===== src/rtl/reg_access_pkg.sv =====
`default_nettype none
// ============================================================================
// Module      : reg_access_pkg
// Description : Shared widths, FSM state type and command record for the
//               register-access sequencer.
// Revision    : 1.0 - initial release
// ============================================================================

package reg_access_pkg;

    localparam int DATA_W_DEFAULT = 16;
    localparam int ADDR_W_DEFAULT = 4;

    typedef enum logic [1:0] {
        IDLE = 2'd0,
        READ = 2'd1,
        EXEC = 2'd2,
        WB   = 2'd3
    } state_t;

    // Sized by the package defaults; the sequencer's DATA_W/ADDR_W must match.
    typedef struct packed {
        logic [ADDR_W_DEFAULT-1:0] ra;
        logic [ADDR_W_DEFAULT-1:0] rb;
        logic [ADDR_W_DEFAULT-1:0] rd;
        logic                      wb;
        logic                      imm_sel;
        logic [DATA_W_DEFAULT-1:0] imm;
    } cmd_t;

endpackage

`default_nettype wire


===== src/rtl/reg_access_seq_if.sv =====
`default_nettype none
// ============================================================================
// Module      : reg_access_seq_if
// Description : Command, register-file and ALU signal bundle of the
//               register-access sequencer (master = sequencer side).
// Revision    : 1.0 - initial release
// ============================================================================

interface reg_access_seq_if #(
    parameter int DATA_W = reg_access_pkg::DATA_W_DEFAULT,
    parameter int ADDR_W = reg_access_pkg::ADDR_W_DEFAULT
) ();

    // command channel
    logic              cmd_valid;
    logic              cmd_ready;
    logic [ADDR_W-1:0] cmd_ra;
    logic [ADDR_W-1:0] cmd_rb;
    logic [ADDR_W-1:0] cmd_rd;
    logic              cmd_wb;
    logic              cmd_imm_sel;
    logic [DATA_W-1:0] cmd_imm;

    // register file
    logic [ADDR_W-1:0] rf_a;
    logic [ADDR_W-1:0] rf_b;
    logic [DATA_W-1:0] rf_rdata1;
    logic [DATA_W-1:0] rf_rdata2;
    logic [ADDR_W-1:0] rf_c;
    logic              rf_write;
    logic [DATA_W-1:0] rf_wdata;

    // ALU
    logic              alu_start;
    logic [DATA_W-1:0] alu_opa;
    logic [DATA_W-1:0] alu_opb;
    logic              alu_done;
    logic [DATA_W-1:0] alu_result;

    modport master (
        input  cmd_valid,
        input  cmd_ra,
        input  cmd_rb,
        input  cmd_rd,
        input  cmd_wb,
        input  cmd_imm_sel,
        input  cmd_imm,
        output cmd_ready,
        output rf_a,
        output rf_b,
        input  rf_rdata1,
        input  rf_rdata2,
        output rf_c,
        output rf_write,
        output rf_wdata,
        output alu_start,
        output alu_opa,
        output alu_opb,
        input  alu_done,
        input  alu_result
    );

    modport slave (
        output cmd_valid,
        output cmd_ra,
        output cmd_rb,
        output cmd_rd,
        output cmd_wb,
        output cmd_imm_sel,
        output cmd_imm,
        input  cmd_ready,
        input  rf_a,
        input  rf_b,
        output rf_rdata1,
        output rf_rdata2,
        input  rf_c,
        input  rf_write,
        input  rf_wdata,
        input  alu_start,
        input  alu_opa,
        input  alu_opb,
        output alu_done,
        output alu_result
    );

endinterface

`default_nettype wire


===== src/rtl/reg_access_seq.sv =====
`default_nettype none
// ============================================================================
// Module      : reg_access_seq
// Description : Register-access sequencer: read two operands, hand them to an
//               ALU, optionally write the result back. Optional immediate
//               operand B selected with REG_ACCESS_SEQ_IMM_EN.
// Revision    : 1.0 - initial release
// ============================================================================

module reg_access_seq #(
    parameter int DATA_W = reg_access_pkg::DATA_W_DEFAULT,
    parameter int ADDR_W = reg_access_pkg::ADDR_W_DEFAULT
) (
    input  logic             clk,
    input  logic             reset,
    reg_access_seq_if.master bus,
    output logic             busy,
    output logic [15:0]      wb_count
);

    import reg_access_pkg::*;

    state_t            r_state;
    state_t            w_next;
    logic              w_cmd_ready;
    logic              w_busy;

    cmd_t              r_cmd;
    logic [DATA_W-1:0] r_opa;
    logic [DATA_W-1:0] r_opb;
    logic [DATA_W-1:0] r_result;
    logic              r_alu_start;
    logic              r_rf_write;
    logic [15:0]       r_wb_count;

    logic              w_accept;
    logic              w_done;
    logic              w_wb_fire;
    logic [DATA_W-1:0] w_opb_src;

    assign w_accept  = (r_state == IDLE) && bus.cmd_valid;
    assign w_done    = (r_state == EXEC) && bus.alu_done;
    assign w_wb_fire = w_done && r_cmd.wb;

`ifdef REG_ACCESS_SEQ_IMM_EN
    assign w_opb_src = r_cmd.imm_sel ? r_cmd.imm : bus.rf_rdata2;
`else
    logic w_unused_imm;
    assign w_unused_imm = ^{r_cmd.imm_sel, r_cmd.imm};
    assign w_opb_src    = bus.rf_rdata2;
`endif

    always_ff @(posedge clk) begin
        if (!reset) begin
            r_state <= IDLE;
        end else begin
            r_state <= w_next;
        end
    end

    always_comb begin
        w_next      = r_state;
        w_cmd_ready = 1'b0;
        w_busy      = 1'b1;
        case (r_state)
            IDLE: begin
                w_cmd_ready = 1'b1;
                w_busy      = 1'b0;
                if (bus.cmd_valid) begin
                    w_next = READ;
                end
            end
            READ: begin
                w_next = EXEC;
            end
            EXEC: begin
                if (bus.alu_done) begin
                    w_next = r_cmd.wb ? WB : IDLE;
                end
            end
            WB: begin
                w_next = IDLE;
            end
            default: begin
                w_next = IDLE;
            end
        endcase
    end

    // Operands are captured on the READ->EXEC edge, so a write-back to ra/rb
    // of the same command can never be seen by its own operands.
    always_ff @(posedge clk) begin
        if (!reset) begin
            r_cmd       <= '0;
            r_opa       <= '0;
            r_opb       <= '0;
            r_result    <= '0;
            r_alu_start <= 1'b0;
            r_rf_write  <= 1'b0;
            r_wb_count  <= '0;
        end else begin
            r_alu_start <= (r_state == READ);
            r_rf_write  <= w_wb_fire;
            if (w_accept) begin
                r_cmd <= '{ra:      bus.cmd_ra,
                           rb:      bus.cmd_rb,
                           rd:      bus.cmd_rd,
                           wb:      bus.cmd_wb,
                           imm_sel: bus.cmd_imm_sel,
                           imm:     bus.cmd_imm};
            end
            if (r_state == READ) begin
                r_opa <= bus.rf_rdata1;
                r_opb <= w_opb_src;
            end
            if (w_done) begin
                r_result <= bus.alu_result;
            end
            if (w_wb_fire) begin
                r_wb_count <= r_wb_count + 16'd1;
            end
        end
    end

    assign bus.cmd_ready = w_cmd_ready && reset;
    assign bus.rf_a      = r_cmd.ra;
    assign bus.rf_b      = r_cmd.rb;
    assign bus.rf_c      = r_cmd.rd;
    assign bus.rf_write  = r_rf_write;
    assign bus.rf_wdata  = r_result;
    assign bus.alu_start = r_alu_start;
    assign bus.alu_opa   = r_opa;
    assign bus.alu_opb   = r_opb;
    assign busy          = w_busy;
    assign wb_count      = r_wb_count;

endmodule

`default_nettype wire


===== src/flat_wrapper.sv =====
// flat-port wrapper written by rule: the top's interface ports become plain ports
module reg_access_seq_flat import reg_access_pkg::*;
#(
    parameter int DATA_W = reg_access_pkg::DATA_W_DEFAULT,
    parameter int ADDR_W = reg_access_pkg::ADDR_W_DEFAULT
)
  (clk, reset, busy, wb_count, bus_cmd_valid, bus_cmd_ra, bus_cmd_rb, bus_cmd_rd, bus_cmd_wb, bus_cmd_imm_sel, bus_cmd_imm, bus_cmd_ready, bus_rf_a, bus_rf_b, bus_rf_rdata1, bus_rf_rdata2, bus_rf_c, bus_rf_write, bus_rf_wdata, bus_alu_start, bus_alu_opa, bus_alu_opb, bus_alu_done, bus_alu_result);
  reg_access_seq_if #(.DATA_W(DATA_W), .ADDR_W(ADDR_W)) bus_i ();
  input  logic clk;
  input  logic reset;
  output logic busy;
  output logic [15:0] wb_count;
  input wire logic [$bits(bus_i.cmd_valid)-1:0] bus_cmd_valid;
  input wire logic [$bits(bus_i.cmd_ra)-1:0] bus_cmd_ra;
  input wire logic [$bits(bus_i.cmd_rb)-1:0] bus_cmd_rb;
  input wire logic [$bits(bus_i.cmd_rd)-1:0] bus_cmd_rd;
  input wire logic [$bits(bus_i.cmd_wb)-1:0] bus_cmd_wb;
  input wire logic [$bits(bus_i.cmd_imm_sel)-1:0] bus_cmd_imm_sel;
  input wire logic [$bits(bus_i.cmd_imm)-1:0] bus_cmd_imm;
  output wire logic [$bits(bus_i.cmd_ready)-1:0] bus_cmd_ready;
  output wire logic [$bits(bus_i.rf_a)-1:0] bus_rf_a;
  output wire logic [$bits(bus_i.rf_b)-1:0] bus_rf_b;
  input wire logic [$bits(bus_i.rf_rdata1)-1:0] bus_rf_rdata1;
  input wire logic [$bits(bus_i.rf_rdata2)-1:0] bus_rf_rdata2;
  output wire logic [$bits(bus_i.rf_c)-1:0] bus_rf_c;
  output wire logic [$bits(bus_i.rf_write)-1:0] bus_rf_write;
  output wire logic [$bits(bus_i.rf_wdata)-1:0] bus_rf_wdata;
  output wire logic [$bits(bus_i.alu_start)-1:0] bus_alu_start;
  output wire logic [$bits(bus_i.alu_opa)-1:0] bus_alu_opa;
  output wire logic [$bits(bus_i.alu_opb)-1:0] bus_alu_opb;
  input wire logic [$bits(bus_i.alu_done)-1:0] bus_alu_done;
  input wire logic [$bits(bus_i.alu_result)-1:0] bus_alu_result;
  assign bus_i.cmd_valid = bus_cmd_valid;
  assign bus_i.cmd_ra = bus_cmd_ra;
  assign bus_i.cmd_rb = bus_cmd_rb;
  assign bus_i.cmd_rd = bus_cmd_rd;
  assign bus_i.cmd_wb = bus_cmd_wb;
  assign bus_i.cmd_imm_sel = bus_cmd_imm_sel;
  assign bus_i.cmd_imm = bus_cmd_imm;
  assign bus_cmd_ready = bus_i.cmd_ready;
  assign bus_rf_a = bus_i.rf_a;
  assign bus_rf_b = bus_i.rf_b;
  assign bus_i.rf_rdata1 = bus_rf_rdata1;
  assign bus_i.rf_rdata2 = bus_rf_rdata2;
  assign bus_rf_c = bus_i.rf_c;
  assign bus_rf_write = bus_i.rf_write;
  assign bus_rf_wdata = bus_i.rf_wdata;
  assign bus_alu_start = bus_i.alu_start;
  assign bus_alu_opa = bus_i.alu_opa;
  assign bus_alu_opb = bus_i.alu_opb;
  assign bus_i.alu_done = bus_alu_done;
  assign bus_i.alu_result = bus_alu_result;
  reg_access_seq #(.DATA_W(DATA_W), .ADDR_W(ADDR_W)) u_core (.clk(clk), .reset(reset), .bus(bus_i), .busy(busy), .wb_count(wb_count));
endmodule

===== config.mk =====
export PLATFORM = sky130hd
export DESIGN_NAME = reg_access_seq_flat
export DESIGN_NICKNAME = d
export VERILOG_FILES = /design/src/rtl/reg_access_pkg.sv /design/src/rtl/reg_access_seq_if.sv /design/src/rtl/reg_access_seq.sv /design/src/flat_wrapper.sv
export SDC_FILE = /design/constraint.sdc
export NUM_CORES = 1
export LEC_CHECK = 0
export BUFFER_PORTS_ARGS = -buffer_cell sky130_fd_sc_hd__buf_4
export CORE_MARGIN = 2
export CORE_UTILIZATION = 48
export DETAILED_ROUTE_END_ITERATION = 16
export PLACE_DENSITY = 0.88
export SLEW_MARGIN = 10
export SYNTH_ARGS = -nofsm -noshare
export SYNTH_HDL_FRONTEND = slang
export SYNTH_SLANG_ARGS = --single-unit

===== constraint.sdc =====
create_clock -name clk -period 2.7 [get_ports clk]
set_clock_uncertainty 0.15 [all_clocks]
set_input_delay 0.54 -clock clk [delete_from_list [all_inputs] [get_ports clk]]
set_output_delay 0.54 -clock clk [all_outputs]
set_load 0.01 [all_outputs]

# Yosys cells after proc, flatten, opt, wreduce, memory -nomap -nowiden

Cells that the tools add are included.
Widths: inputs -> output; s select.

Add/subtract/negate cells: 1
Equality and inequality tests: 5
Muxes and demuxes: 6
Reductions and logical operators: 6

Operators with widths:

| kind                  | count |
|---|---|
| $add 16x1->16 const B | 1 |
| $pmux 2 s4            | 1 |
| $mux 2                | 3 |
| $eq 2x2->1 const B    | 2 |
| $logic_and 1x1->1     | 4 |
| $ne 2x2->1 const B    | 2 |
| $eq 2x1->1 const B    | 1 |
| $logic_not 2->1       | 1 |
| $mux 1                | 2 |
| $reduce_and 2->1      | 1 |

Flip-flop bits (word level): 81
Output and inout bits: 80
Logic and storage cells: 29

# Longest topological paths before layout

Depth in word-level cells: 3
Depth in mapped cells: 6
Depth with buffers taken out: 5

# Worst setup path before layout

No wires, ideal clock.

Path kind: input-to-output
Start: in reset
End: out bus_cmd_ready
Arrival time: 1298 ps
Data required time: 2010 ps
Setup slack: 712 ps
Cell stages on the path: 4
Path buffers: 2
Cell sequence: inv_2 > clkbuf_1 > buf_1 > nor2_1

Cells in the longest elaborated chain, start to end: 1

RTL lines:

| item              | RTL line              | RTL |
|---|---|---|
| start, declared   | flat_wrapper.sv:10    | `input logic reset;` |
| $logic_and 1x1->1 | reg_access_seq.sv:125 | `assign bus.cmd_ready = w_cmd_ready && reset;` |
| end, declared     | flat_wrapper.sv:20    | `output wire logic [$bits(bus_i.cmd_ready)-1:0] bus_cmd_ready;` |

No other way between the ends.

# Worst setup path in the final report

Start: reg u_core.r_state[1]
End: out bus_cmd_ready

Cells in the longest elaborated chain, start to end: 3

RTL lines:

| item                   | RTL line              | RTL |
|---|---|---|
| start, declared        | reg_access_seq.sv:23  | `state_t r_state;` |
| start signal, assigned | reg_access_seq.sv:57  | `r_state <= w_next;` |
| $logic_not 2->1        | reg_access_seq.sv:65  | `case (r_state)` |
| $mux 1                 | reg_access_seq.sv:65  |  |
| $logic_and 1x1->1      | reg_access_seq.sv:125 |  |

No other way between the ends.

==> results by stage <==
Detailed routing:
- The final wirelength is 7.76 mm.
- In the routed layout, each cell is associated on average with a via count of between 4 and 5.
- The number of nets still failing antenna checks after routing is 0.
- After detailed routing, the average wire length per cell comes to 13.3 µm.
- In the routed design, unresolved DRC markers number 0.
- The overall via count from detail_route is 2917.
- The detailed router's first-iteration violation count is 89.
- The first-pass iteration count of the detailed router is 4.

Synthesis:
- The Yosys warning count is 0.
- Counting flops and latches in the post-synthesis netlist gives 81.
- In the post-synthesis netlist, the biggest area contributors are dfxtp_1, nand2_1, a21oi_1.
- The most common cell in the synthesized netlist is nand2_1.
- After technology mapping, the gate count stands at 381.
- Averaged over all synthesized cells, the footprint is 8.10 µm².
- Counting every net in the synthesized netlist gives roughly 460.
- The share of the Yosys chip area taken by registers is 0.526.
- The dominant cell type by area after synthesis is dfxtp_1.
- In the synthesized netlist the dominant register cell turns out to be dfxtp_1.
- The area of the mapped netlist is 3090 µm².
- For this run, asynchronously set or reset flops after synthesis account for 0.
- The number of flops mapped to enable cells by yosys is 0.
- In this run, distinct cell masters in the synthesized netlist total 34.
- The commonest cells after synthesis are nand2_1, dfxtp_1, a21oi_1.
- Of the post-synthesis cell area, the dominant cell type holds 0.526.

Clocking:
- The number of gates resized after CTS was 0.
- Clock tree synthesis selected as its root buffer the cell clkbuf_8.
- TritonCTS created 9 clock buffers.
- The clock net in this run drives a total of 81 sinks.
- Hold repair after CTS inserted 0 buffers.
- The maximum level of the CTS H-tree is 3.
- After clock tree synthesis, the clock-pin slew on the worst setup and hold paths is 0.08 ns.
- Once the clock tree was built, the setup fixing pass inserted 0 buffers.
- The clock insertion delay at the later pin of the skew report is 0.34 ns.
- No sink is reached through more buffers than the 2 on the longest clock path.
- TritonCTS built the clock tree.

Critical path:
- The worst-case register-to-register setup slack is 0.91 ns.
- The startpoint type of the worst setup path is a register.
- The nature of the critical path endpoint is an output pin.
- The arrival time reported for the critical path endpoint is 1.24 ns.
- The worst endpoint required time is 2.01 ns.
- The type of the setup path with the least slack is reg -> out.
- The maximum fanout encountered on the critical timing path is 8.

Floorplanning:
- The floorplan die area is approximately 7100 µm².
- The initial utilization of the core area, before any placement, comes to 0.492.
- The initialized floorplan defines 29 standard-cell rows.
- The number of top-level pins is ~160.
- The floorplan die width is between 80 and 90 µm.
- The placeable core area is 6280 µm².
- The height of the chip is 84.2 µm.

Placed design:
- Routability-driven placement finished with a final weighted congestion of 0.808.
- Once detailed placement completed, the half-perimeter wirelength came to 5.56 mm.
- The count of port buffers added during placement is 144.
- Including well taps, the total number of placed cells is 570.

Min path:
- The path class of the lowest-slack min-delay path is in -> reg.

Pwr:
- VDD sags by at most 0.329 mV.
- In this run the static leakage power is 0.00189 µW.
- The total power is 2410 µW.
- The areal power density over the cells is between 500 and 600 nW/µm².

Timing:
- Setup repair after global routing left no endpoint under its margin.
- The maximum clock rate is 517 MHz.
- The max-slew violation count came to 0.
- The routed design could run at a clock period as short as 1.93 ns.
- The final count of hold timing violations came to 0.
- Setup violations remaining at the end of the flow were counted as 0.
- The actual slew at the worst max-slew pin is 0.590 ns.
- In this run the tightest slew margin relative to its limit is 0.607.
- The minimum hold slack is between 0.2 and 0.3 ns.
- Adding up every negative setup slack in the final design gives 0 ns.
- Of the available clock period, the critical path in the final layout requires 0.716.

Final layout:
- The area growth from synthesis to layout is 38.8%.
- The final cell count without fillers is 585.
- Of the cells placed in the final design, the portion with a size suffix greater than 1 is 0.333.
- The total number of nets in the final design is 587.
- The antenna cell count is 0.

Global route:
- The first global-routing pass estimated about 12 mm of wire.
- In the global route stage, overall resource usage came out at 0.214.
- The number of antenna violations at the first check in global routing was 0.
- The via count of the first global-routing pass is 2885.
- The largest net degree at the start of global routing is 52.
- The sum of overflow across all layers after global routing is 0.

Outcome:
- The run finished with clean final reports.

Job:
- The tool flagged a number of max-cap violations equal to 0.
worst paths after layout:
| path | endpoint | cells after the start | start |
|---|---|---|---|
| worst max register to register | u_core.wb_count[12]$_SDFFE_PN0P_ | 5 | u_core.wb_count[0]$_SDFFE_PN0P_ |
| worst max-delay path | bus_cmd_ready | 4 | u_core.r_state[1]$_SDFFE_PN0P_ |
| worst min-delay path | u_core.bus.rf_wdata[1]$_SDFFE_PN0P_ | 3 | bus_alu_result[1] |
| worst min register to register | u_core.bus.rf_a[2]$_SDFFE_PN0P_ | 2 | u_core.bus.rf_a[2]$_SDFFE_PN0P_ |
worst max-delay path, cell delays in order (launching register included):
cell	delay [ns]
dfxtp_1	0.37
nor2_1	0.20
inv_1	0.09
nor2_1	0.12
buf_4	0.14
kinds of logic (layout without fill, tap and decap cells):
family | Yosys count | count (layout) | share of synthesized area
and+or+nand+nor | 180 | 180 | 0.254
DFF | 81 | 81 | 0.526
AOI/OAI and AO/OA | 69 | 69 | 0.114
buffers and inverters | 37 | 164 | 0.0645
xor gates and xnor gates | 10 | 10 | 0.0284
muxes | 3 | 3 | 0.00973
adders and majority gates | 1 | 1 | 0.00405
final cells by class:
type,count,area [µm²]
Tap cell,77,96.3
Fill cell,522,1990
Clock inverter,5,56.3
Inverter,3,11.3
Sequential cell,81,1620
Multi-Input combinational cell,263,1260
Clock buffer,10,138
Timing Repair Buffer,146,1100
flip-flops by register name, summed over array words and instances, names as in the netlist, 2 cells and up:
| register | count |
|---|---|
| u_core.bus.rf_c | 4 |
| u_core.bus.alu_opb | 16 |
| u_core.bus.alu_opa | 16 |
| u_core.bus.rf_a | 4 |
| u_core.wb_count | 16 |
| u_core.r_state | 2 |
| u_core.bus.rf_b | 4 |
| u_core.bus.rf_wdata | 16 |
power by group:
part	switching [µW]	internal, µW	total (µW)
combinational	139	146	285
clock	420	446	866
sequential	25.4	1240	1260
total	585	1830	2410
metal layers:
metal,up-vias,share of wire,track usage
li1,1470,-,-
met1,1342,0.39,0.236
met2,94,0.51,0.377
met3,11,0.085,0.0796
met4,0,0.012,0.0762
met5,-,0,0
metrics by stage:
stage / setup WS (ns) / utilization / cell area [µm²]
2_1_floorplan: 0.712 / - / 3090
3_3_place_gp: 0.873 / 0.652 / 4090
3_5_place_dp: 0.847 / 0.652 / 4090
4_1_cts: 0.726 / 0.682 / 4280
5_1_grt: 0.665 / 0.682 / 4280
6_report: 0.766 / 0.682 / 4280
layout by cell type (no fill, tap or decap), types with 2 or more instances in the layout:
cell type | Yosys | layout
nand2b_1 | 3 | 3
mux2i_1 | 3 | 3
nand3_1 | 3 | 3
clkinv_2 | 0 | 2
o21ai_0 | 2 | 2
nor2_1 | 15 | 15
a21oi_1 | 65 | 65
xor2_1 | 6 | 6
and4_1 | 2 | 2
and2_1 | 2 | 2
dfxtp_1 | 81 | 81
and2b_2 | 2 | 2
nand2_1 | 132 | 132
buf_4 | 14 | 146
inv_1 | 2 | 2
nor4_1 | 2 | 2
nand4_1 | 9 | 9
clkbuf_8 | 0 | 10
xnor2_1 | 4 | 4
Note: power is estimated with default switching activity, not from simulation.
